<file path="src/rtl/asrv32_clint.sv">
// asrv32_clint: machine timer (mtime/mtimecmp) and software interrupt (msip)
// responder on the core data bus; keeps the core's CSR timer copies coherent.
//
// Ports:
//   i_clk, i_rst_n          clock, asynchronous active-low reset
//   i_addr, i_wr_data       bus byte address and lane-aligned store data
//   i_wr_mask, i_wr_en      byte-lane write mask and write enable
//   o_rd_data               registered read data (address of previous cycle)
//   o_software_interrupt    msip[0]
//   o_timer_irq             registered unsigned compare mtime >= mtimecmp
//   o_mtime_wr              one-cycle strobe after a bus write to mtime
//   o_mtimecmp_wr           one-cycle strobe after a bus write to mtimecmp
//   o_mtime_din             live mtime value
//   o_mtimecmp_din          live mtimecmp value
module asrv32_clint #(
    parameter logic [31:0] BASE_ADDR    = 32'h0000_0100,
    parameter int unsigned CLK_FREQ_MHZ = 100
) (
    input  logic        i_clk,
    input  logic        i_rst_n,
    input  logic [31:0] i_addr,
    input  logic [31:0] i_wr_data,
    input  logic [3:0]  i_wr_mask,
    input  logic        i_wr_en,
    output logic [31:0] o_rd_data,
    output logic        o_software_interrupt,
    output logic        o_timer_irq,
    output logic        o_mtime_wr,
    output logic        o_mtimecmp_wr,
    output logic [63:0] o_mtime_din,
    output logic [63:0] o_mtimecmp_din
);

    localparam int PW = (CLK_FREQ_MHZ > 1) ? $clog2(CLK_FREQ_MHZ) : 1;
    localparam logic [PW-1:0] PMAX = PW'(CLK_FREQ_MHZ - 1);

    logic [PW-1:0] presc;
    logic          tick;
    logic [63:0]   mtime;
    logic [63:0]   mtime_nxt;
    logic [63:0]   mtimecmp;
    logic [63:0]   mtimecmp_nxt;
    logic          msip;
    logic          sel;
    logic          we;
    logic [2:0]    off;
    logic          wr_msip;
    logic          wr_cmp_lo;
    logic          wr_cmp_hi;
    logic          wr_mt_lo;
    logic          wr_mt_hi;
    logic [31:0]   rd_nxt;
    logic          unused_addr;

    function automatic logic [31:0] merge(
        input logic [31:0] old,
        input logic [31:0] din,
        input logic [3:0]  m
    );
        logic [31:0] r;
        r = old;
        for (int i = 0; i < 4; i++) begin
            if (m[i]) begin
                r[8*i +: 8] = din[8*i +: 8];
            end
        end
        return r;
    endfunction

    assign sel         = (i_addr[31:5] == BASE_ADDR[31:5]);
    assign we          = i_wr_en && sel;
    assign off         = i_addr[4:2];
    assign unused_addr = ^i_addr[1:0];

    assign wr_msip   = we && (off == 3'd0);
    assign wr_cmp_lo = we && (off == 3'd2);
    assign wr_cmp_hi = we && (off == 3'd3);
    assign wr_mt_lo  = we && (off == 3'd4);
    assign wr_mt_hi  = we && (off == 3'd5);

    assign tick = (presc == PMAX);

    always_comb begin
        mtimecmp_nxt = mtimecmp;
        if (wr_cmp_lo) begin
            mtimecmp_nxt[31:0] = merge(mtimecmp[31:0], i_wr_data, i_wr_mask);
        end
        if (wr_cmp_hi) begin
            mtimecmp_nxt[63:32] = merge(mtimecmp[63:32], i_wr_data, i_wr_mask);
        end
    end

    // A bus write to either half swallows a coincident tick.
    always_comb begin
        mtime_nxt = mtime;
        if (wr_mt_lo) begin
            mtime_nxt[31:0] = merge(mtime[31:0], i_wr_data, i_wr_mask);
        end else if (wr_mt_hi) begin
            mtime_nxt[63:32] = merge(mtime[63:32], i_wr_data, i_wr_mask);
        end else if (tick) begin
            mtime_nxt = mtime + 64'd1;
        end
    end

    always_comb begin
        rd_nxt = 32'd0;
        if (sel) begin
            case (off)
                3'd0:    rd_nxt = {31'd0, msip};
                3'd2:    rd_nxt = mtimecmp[31:0];
                3'd3:    rd_nxt = mtimecmp[63:32];
                3'd4:    rd_nxt = mtime[31:0];
                3'd5:    rd_nxt = mtime[63:32];
                default: rd_nxt = 32'd0;
            endcase
        end
    end

    always_ff @(posedge i_clk or negedge i_rst_n) begin
        if (!i_rst_n) begin
            presc         <= '0;
            mtime         <= 64'd0;
            mtimecmp      <= '1;
            msip          <= 1'b0;
            o_rd_data     <= 32'd0;
            o_mtime_wr    <= 1'b0;
            o_mtimecmp_wr <= 1'b0;
            o_timer_irq   <= 1'b0;
        end else begin
            presc         <= tick ? '0 : presc + 1'b1;
            mtime         <= mtime_nxt;
            mtimecmp      <= mtimecmp_nxt;
            if (wr_msip && i_wr_mask[0]) begin
                msip <= i_wr_data[0];
            end
            o_rd_data     <= rd_nxt;
            o_mtime_wr    <= wr_mt_lo || wr_mt_hi;
            o_mtimecmp_wr <= wr_cmp_lo || wr_cmp_hi;
            o_timer_irq   <= (mtime >= mtimecmp);
        end
    end

    assign o_software_interrupt = msip;
    assign o_mtime_din          = mtime;
    assign o_mtimecmp_din       = mtimecmp;

endmodule

</file>
<file path="config.mk">
export PLATFORM = sky130hd
export DESIGN_NAME = asrv32_clint
export DESIGN_NICKNAME = d
export VERILOG_FILES = /design/src/rtl/asrv32_clint.sv
export SDC_FILE = /design/constraint.sdc
export NUM_CORES = 1
export LEC_CHECK = 0
export CORE_MARGIN = 8
export CORE_UTILIZATION = 55
export CTS_CLUSTER_DIAMETER = 150
export DETAILED_ROUTE_END_ITERATION = 12
export GPL_TIMING_DRIVEN = 0
export PLACE_DENSITY = 0.92
export SYNTH_ARGS = -nofsm -noshare
export SYNTH_HDL_FRONTEND = slang
export SYNTH_SLANG_ARGS = --single-unit
</file>
<file path="constraint.sdc">
create_clock -name i_clk -period 3.2 [get_ports i_clk]
set_input_delay 0.64 -clock i_clk [delete_from_list [all_inputs] [get_ports i_clk]]
set_output_delay 0.64 -clock i_clk [all_outputs]
set_load 0.005 [all_outputs]
</file>
==> flow_summary.json, run 1 <==
{
  "status": "completed",
  "nets": 1539,
  "swShare_pct": 23.3,
  "grt_pass1_wl_um": 66400,
  "start_kind": "input port",
  "fmax_mhz": 320,
  "crit_type": "input port to flop",
  "drive_gt1_share_pct": 16.5,
  "worstHoldPathType": "input port to asynchronous set/reset pin",
  "drcViolationCount": 0,
  "finalWeightedCongestion": 0.996,
  "cp_data_arrival_time_ns": 3.45,
  "end_kind": "flop",
  "hold_viol": 0,
  "firstDrtPassIters": 6,
  "clk_path_buf_depth": 2,
  "fp.dieH_um": 156,
  "synth_area_leaders": "dfrtp_1 (25%), dfstp_2 (16%), mux2_2 (8.0%), ha_1 (7.7%), a21oi_1 (5.3%)",
  "antenna_found_initial": 0,
  "p_clk_share_pct": 47.2,
  "peakVddDrop_uv": 404,
  "vias_per_cell": 6.81,
  "cap_violations": 0,
  "synth_seq_area_share_pct": 40.5,
  "synth_top_area_share_pct": 24.9,
  "fillers": 1405,
  "drtIter0Drc": 1756,
  "drt_wl_total_um": 44400,
  "cts_inserted_buffers": 17,
  "p_per_area_nw_per_um2": 326,
  "tritoncts": "done",
  "path_max_fanout": 10,
  "io_pins": 235,
  "dp.final_hpwl_um": 32100,
  "yosysUniqueCellTypes": 70,
  "p_leak_nw": 5.35,
  "portBuffers": 229,
  "seq_power_share_pct": 47.0,
  "crit_required_ns": 3.52,
  "timing.rr.end": "o_mtime_din[54]$_DFFE_PN0P_",
  "post-place-ws_ns": -0.851,
  "die-width_um": 156,
  "vias": 11400,
  "multi_input_area_sq_um": 5920,
  "grt_setup_unrepaired": "no",
  "r2r_slack_ns": 0.18,
  "fin_ws_ns": 0.0733,
  "async_flop_share_pct": 100,
  "synth-seq-cells": 171,
  "netlist_top_cells_count": "a21oi_1 (115), dfrtp_1 (107), nand2_1 (82)",
  "slowest_delay_ns": 0.65,
  "track_usage_pct": 35.7,
  "cts_root_buffer": "clkbuf_16",
  "fin_skew_ns": 0.00895,
  "ant_nets": 0,
  "cpLargestDelayFamily": "buffers and inverters",
  "yosys_warnings": 0,
  "area_delta_synth_final_pct": 31.3,
  "wl_per_cell_um": 26.4,
  "fin_crit_ns": 3.13,
  "diodes": 0,
  "final_core_util_pct": 73.1,
  "p_int_w": 0.00353,
  "core_sq_um": 19300,
  "r2r_start": "o_mtime_din[1]$_DFFE_PN0P_",
  "grt_pass1_vias": 11000,
  "tightest_slew_ns": 1.12,
  "overflow": 0,
  "syn_area_per_cell_sq_um": 9.40,
  "finalCritPeriodShare_pct": 97.7,
  "fp-row-count": 51,
  "regArea_sq_um": 4360,
  "worstRegToRegCells": 8,
  "pwr-share-comb_pct": 5.8,
  "h-tree-depth": 4,
  "synth_edf_count": 0,
  "netlist_instances": 1145,
  "syn_nets": 1282,
  "path_clk_slew_ns": 0.07,
  "synth_ff_type": "dfrtp_1",
  "grt_max_degree": 103,
  "die_area_sq_um": 24300,
  "start_util_pct": 55.7,
  "crit_buf_inv": 3,
  "cts.sinks": 171,
  "slew_violations": 0,
  "critPathSlowestCell": "a2bb2oi_1",
  "setup_viol": 0,
  "slew_headroom_pct": 25.3,
  "synth_largest_area_cell": "dfrtp_1",
  "path_cells": "clkdlybuf4s50_1 -> nor2b_1 -> clkbuf_2 -> nand2_1 -> nor4_4 -> buf_4 -> a2bb2oi_1 -> a21oi_1 -> o22a_1",
  "switchingPower_w": 0.00107,
  "clk-insertion-delay-late_ns": 0.43,
  "synth.most_common_cell": "a21oi_1",
  "netlist_area_sq_um": 10800
}
==> registers in the layout, summed over array words and instances (netlist names) <==
| signal | flops |
|---|---|
| presc | 7 |
| o_timer_irq | 1 |
| o_mtime_wr | 1 |
| o_rd_data | 32 |
| o_mtimecmp_din | 64 |
| o_mtimecmp_wr | 1 |
| o_mtime_din | 64 |
| o_software_interrupt | 1 |
==> worst max-delay path by stage <==
stage               start                              to  slack [ns]  cells after the start
5_1_grt         i_addr[4]     o_mtime_din[48]$_DFFE_PN0P_       0.006                      9
3_3_place_gp      i_rst_n         o_rd_data[22]$_DFF_PN0_       -5.44                      1
6_report        i_addr[4]     o_mtime_din[49]$_DFFE_PN0P_        0.07                      9
3_5_place_dp    i_addr[4]     o_mtime_din[25]$_DFFE_PN0P_       -0.85                      7
2_1_floorplan  i_addr[10]   o_mtimecmp_din[0]$_DFFE_PN1P_        0.68                      6
4_1_cts        i_addr[10]  o_mtimecmp_din[61]$_DFFE_PN1P_      -0.007                      7
==> power by group through the flow <==
stage | clock network [W] | registers [W] | logic (W)
2_1_floorplan | 0 | 0.00220 | 0.0000576
3_3_place_gp | 0 | 0.00220 | 0.000250
3_5_place_dp | 0 | 0.00220 | 0.000259
4_1_cts | 0.00217 | 0.00217 | 0.000261
5_1_grt | 0.00226 | 0.00216 | 0.000280
6_report | 0.00217 | 0.00217 | 0.000268
==> kinds of logic (layout without fill, tap and decap cells) <==
group                    Yosys count  count (layout)  share of synthesized area [%]
buffers and inverters            131             401                           4.81
multiplexers                      85              85                           8.83
adder cells (fa/ha/maj)           66              66                           7.67
flip-flops                       171             171                           40.5
XOR/XNOR                           3               3                          0.244
AND/OR/NAND/NOR                  348             348                           17.2
AO/OA/AOI/OAI                    341             341                           20.8
==> routing by layer <==
layer	track usage (%)	share of wire [%]	up-vias	wire (um)
li1	-	-	4847	-
met1	45.4	37	5449	16600
met2	54.6	44	940	19700
met3	10.0	13	197	5590
met4	18.1	5.7	0	2530
met5	0	0	-	0
==> stage by stage <==
stage / setup TNS (ns) / hold WS [ns] / instances / total power [W] / area (sq um)
final: 0 / 0.136 / 1680 / 0.00460 / 14100
after global routing: 0 / 0.194 / 1680 / 0.00470 / 14100
after CTS: -0.00712 / 0.175 / 1671 / 0.00460 / 14000
after detailed placement: -59.75 / 0.489 / 1640 / 0.00246 / 13400
after global placement: -838.32 / 0.471 / 1639 / 0.00245 / 13400
after floorplan: 0 / 0.344 / 1145 / 0.00226 / 10800
==> layout make-up <==
cell class                      count  area share (%)
Multi-Input combinational cell    843            41.9
Sequential cell                   171            30.8
Timing Repair Buffer              239            16.9
Clock buffer                       24            3.55
Tap cell                          265            2.35
Inverter                           75            1.99
Buffer                             55            1.68
Clock inverter                      8           0.761
==> placed cells by master (no fill, tap or decap), types with 16 or more instances in the layout <==
cell,count
nor2_1,63
nand4_1,31
inv_1,75
clkbuf_16,17
a222oi_1,16
o21ai_0,64
ha_1,66
nor4_1,21
a21oi_1,115
dfstp_2,64
nand2_1,82
nor3_1,27
a22oi_1,34
mux2_2,76
dfrtp_1,107
clkbuf_1,34
nand3_1,41
clkdlybuf4s50_1,228
==> worst reg2reg max path: cells and delay by family, from the launching register on <==
kind	cells	cell delay, ns
AO/OA/AOI/OAI	2	0.44
flip-flops	1	0.47
adder cells (fa/ha/maj)	1	0.28
AND/OR/NAND/NOR	4	1.22
buffers and inverters	1	0.46
==> what timing repair did <==
action	in CTS	in global routing
pin swaps	1	4
gates resized for setup	6	6
setup endpoints to repair	45	87
hold buffers	0	0
buffers inserted	0	9
No activity file was read; power rests on OpenSTA's default activity.
==> inputs of run 2 (changes only) <==
--- a/config.mk
+++ b/config.mk
@@ -5,8 +5,10 @@
 export SDC_FILE = /design/constraint.sdc
 export NUM_CORES = 1
 export LEC_CHECK = 0
+export CELL_PAD_IN_SITES_DETAIL_PLACEMENT = 0
+export CELL_PAD_IN_SITES_GLOBAL_PLACEMENT = 1
 export CORE_MARGIN = 8
-export CORE_UTILIZATION = 55
+export CORE_UTILIZATION = 42
 export CTS_CLUSTER_DIAMETER = 150
 export DETAILED_ROUTE_END_ITERATION = 12
 export GPL_TIMING_DRIVEN = 0
==> flow_summary.json, run 2 (synthesis results as in run 1) <==
{
  "crit_type": "flop to flop",
  "end_kind": "flop",
  "firstDrtPassIters": 7,
  "antenna_found_initial": 1,
  "cts_inserted_buffers": 17,
  "fp-row-count": 58,
  "grt_max_degree": 95,
  "grt_pass1_vias": 10800,
  "slew_violations": 0,
  "switchingPower_w": 0.00109,
  "start_util_pct": 42.7,
  "area_delta_synth_final_pct": 31.7,
  "finalSetupTns_ns": 0,
  "finalCritPeriodShare_pct": 95.7,
  "h-tree-depth": 4,
  "overflow": 0,
  "dp.final_hpwl_um": 33200,
  "multi_input_area_sq_um": 5930,
  "cts_root_buffer": "clkbuf_16",
  "swShare_pct": 23.9,
  "status": "completed",
  "ant_nets": 0,
  "clk_path_buf_depth": 2,
  "setup_viol": 0,
  "drcViolationCount": 0,
  "fp.dieH_um": 176,
  "start_kind": "flop",
  "die_area_sq_um": 31000,
  "cts.sinks": 171,
  "finalWeightedCongestion": 0.968,
  "hold_viol": 0,
  "core_sq_um": 25200,
  "worstHoldPathType": "input port to asynchronous set/reset pin",
  "portBuffers": 229,
  "wl_per_cell_um": 25.9,
  "p_per_area_nw_per_um2": 321,
  "vias": 11000,
  "cap_violations": 0,
  "fin_crit_ns": 3.06,
  "peakVddDrop_uv": 290,
  "drtIter0Drc": 1374,
  "path_clk_slew_ns": 0.07,
  "seq_power_share_pct": 47.6,
  "vias_per_cell": 6.32,
  "grt_pass1_wl_um": 67400,
  "io_pins": 235,
  "slew_headroom_pct": 21.4,
  "cp_data_arrival_time_ns": 3.39,
  "clk-insertion-delay-late_ns": 0.45,
  "regArea_sq_um": 4360,
  "drt_wl_total_um": 45100,
  "p_clk_share_pct": 46.5,
  "crit_required_ns": 3.53,
  "nets": 1538,
  "final_core_util_pct": 56.3,
  "track_usage_pct": 28.4,
  "p_leak_nw": 5.33,
  "fillers": 2288,
  "pwr-share-comb_pct": 5.9,
  "p_int_w": 0.00346,
  "tritoncts": "done",
  "die-width_um": 176,
  "path_max_fanout": 9,
  "fin_skew_ns": 0.0138,
  "cts_hold_buf": 0,
  "most-common-layout-cells": "clkdlybuf4s50_1 (228), a21oi_1 (115), dfrtp_1 (107)",
  "final_common_cell": "clkdlybuf4s50_1",
  "drive_gt1_share_pct": 16.4,
  "fmax_mhz": 327,
  "tightest_slew_ns": 1.18
}
run 2: cell types whose count changed in the layout (fill, tap and decap cells not counted), sizes merged:
| cell | previous run | this run |
|---|---|---|
| buf | 29 | 27 |
| clkbuf | 61 | 63 |
| clkinv | 4 | 2 |
| clkinvlp | 1 | 2 |
| diode | 0 | 1 |
run 2: worst max-delay path, stage by stage, from the launching register on:
cell and delay, ns:
dfrtp_1 0.40, clkbuf_1 0.31, and4_1 0.35, and2_0 0.31, nand4_1 0.46, nor3_1 0.71, a31oi_1 0.18, o22a_1 0.23
run 2: final timing paths:
path,from,to,slack (ns),cells after the start
worst max register to register,o_mtime_din[19]$_DFFE_PN0P_,o_mtime_din[58]$_DFFE_PN0P_,0.14,7
worst max-delay path,o_mtime_din[19]$_DFFE_PN0P_,o_mtime_din[58]$_DFFE_PN0P_,0.14,7
max in group asynchronous,i_rst_n,o_mtimecmp_din[61]$_DFFE_PN1P_,2.12,2
min in group i_clk,presc[0]$_DFF_PN0_,presc[0]$_DFF_PN0_,0.52,1
worst min-delay path,i_rst_n,o_rd_data[2]$_DFF_PN0_,0.21,1
worst min register to register,presc[0]$_DFF_PN0_,presc[0]$_DFF_PN0_,0.52,1
run 2: area by class of cell:
type | instances | area share (%)
diodes | 1 | 0.0176
plain buffers | 55 | 1.70
clock buffers | 25 | 3.35
clock inverters | 7 | 0.662
inverters | 75 | 1.99
multi-input cells | 843 | 41.8
flip-flops and latches | 171 | 30.7
well taps | 330 | 2.91
repair buffers | 238 | 16.8
run 2: stage by stage:
step           cells  area, sq um  hold slack, ns  worst slack [ns]  power [W]
5_1_grt         1745        14200           0.275          -0.00195    0.00465
3_3_place_gp    1704        13500           0.473             -5.80    0.00246
2_1_floorplan   1145        10800           0.344             0.676    0.00226
4_1_cts         1736        14100           0.257            0.0272    0.00455
3_5_place_dp    1705        13500           0.505            -0.938    0.00247
6_report        1745        14200           0.206             0.139    0.00455
run 2: power by group through the flow:
stage	Combinational (W)	Clock (W)	Sequential, W
2_1_floorplan	0.0000576	0	0.00220
3_3_place_gp	0.000256	0	0.00220
3_5_place_dp	0.000263	0	0.00220
4_1_cts	0.000265	0.00212	0.00217
5_1_grt	0.000285	0.00220	0.00216
6_report	0.000269	0.00211	0.00217
run 2: what timing repair did:
action                                  in CTS  in global routing
endpoints found under the setup margin      54                 85
buffers inserted                             0                  8
pin swaps                                    0                  3
gates resized for setup                      6                 14
run 2: routing by layer:
metal  vias up  track usage (%)  share of wire [%]
met4         0             10.3                2.9
met1      5452             37.0                 42
met2       633             43.9                 45
met3        98             8.42                 10
li1       4843                -                  -
met5         -                0                  0
==> inputs of run 3 (changes only) <==
--- a/config.mk
+++ b/config.mk
@@ -12,6 +12,7 @@
 export CTS_CLUSTER_DIAMETER = 150
 export DETAILED_ROUTE_END_ITERATION = 12
 export GPL_TIMING_DRIVEN = 0
+export HOLD_SLACK_MARGIN = 0.06
 export PLACE_DENSITY = 0.92
 export SYNTH_ARGS = -nofsm -noshare
 export SYNTH_HDL_FRONTEND = slang
==> results of run 3 <==
Same layout as run 2: the final DEF is identical, and so are final timing and power.
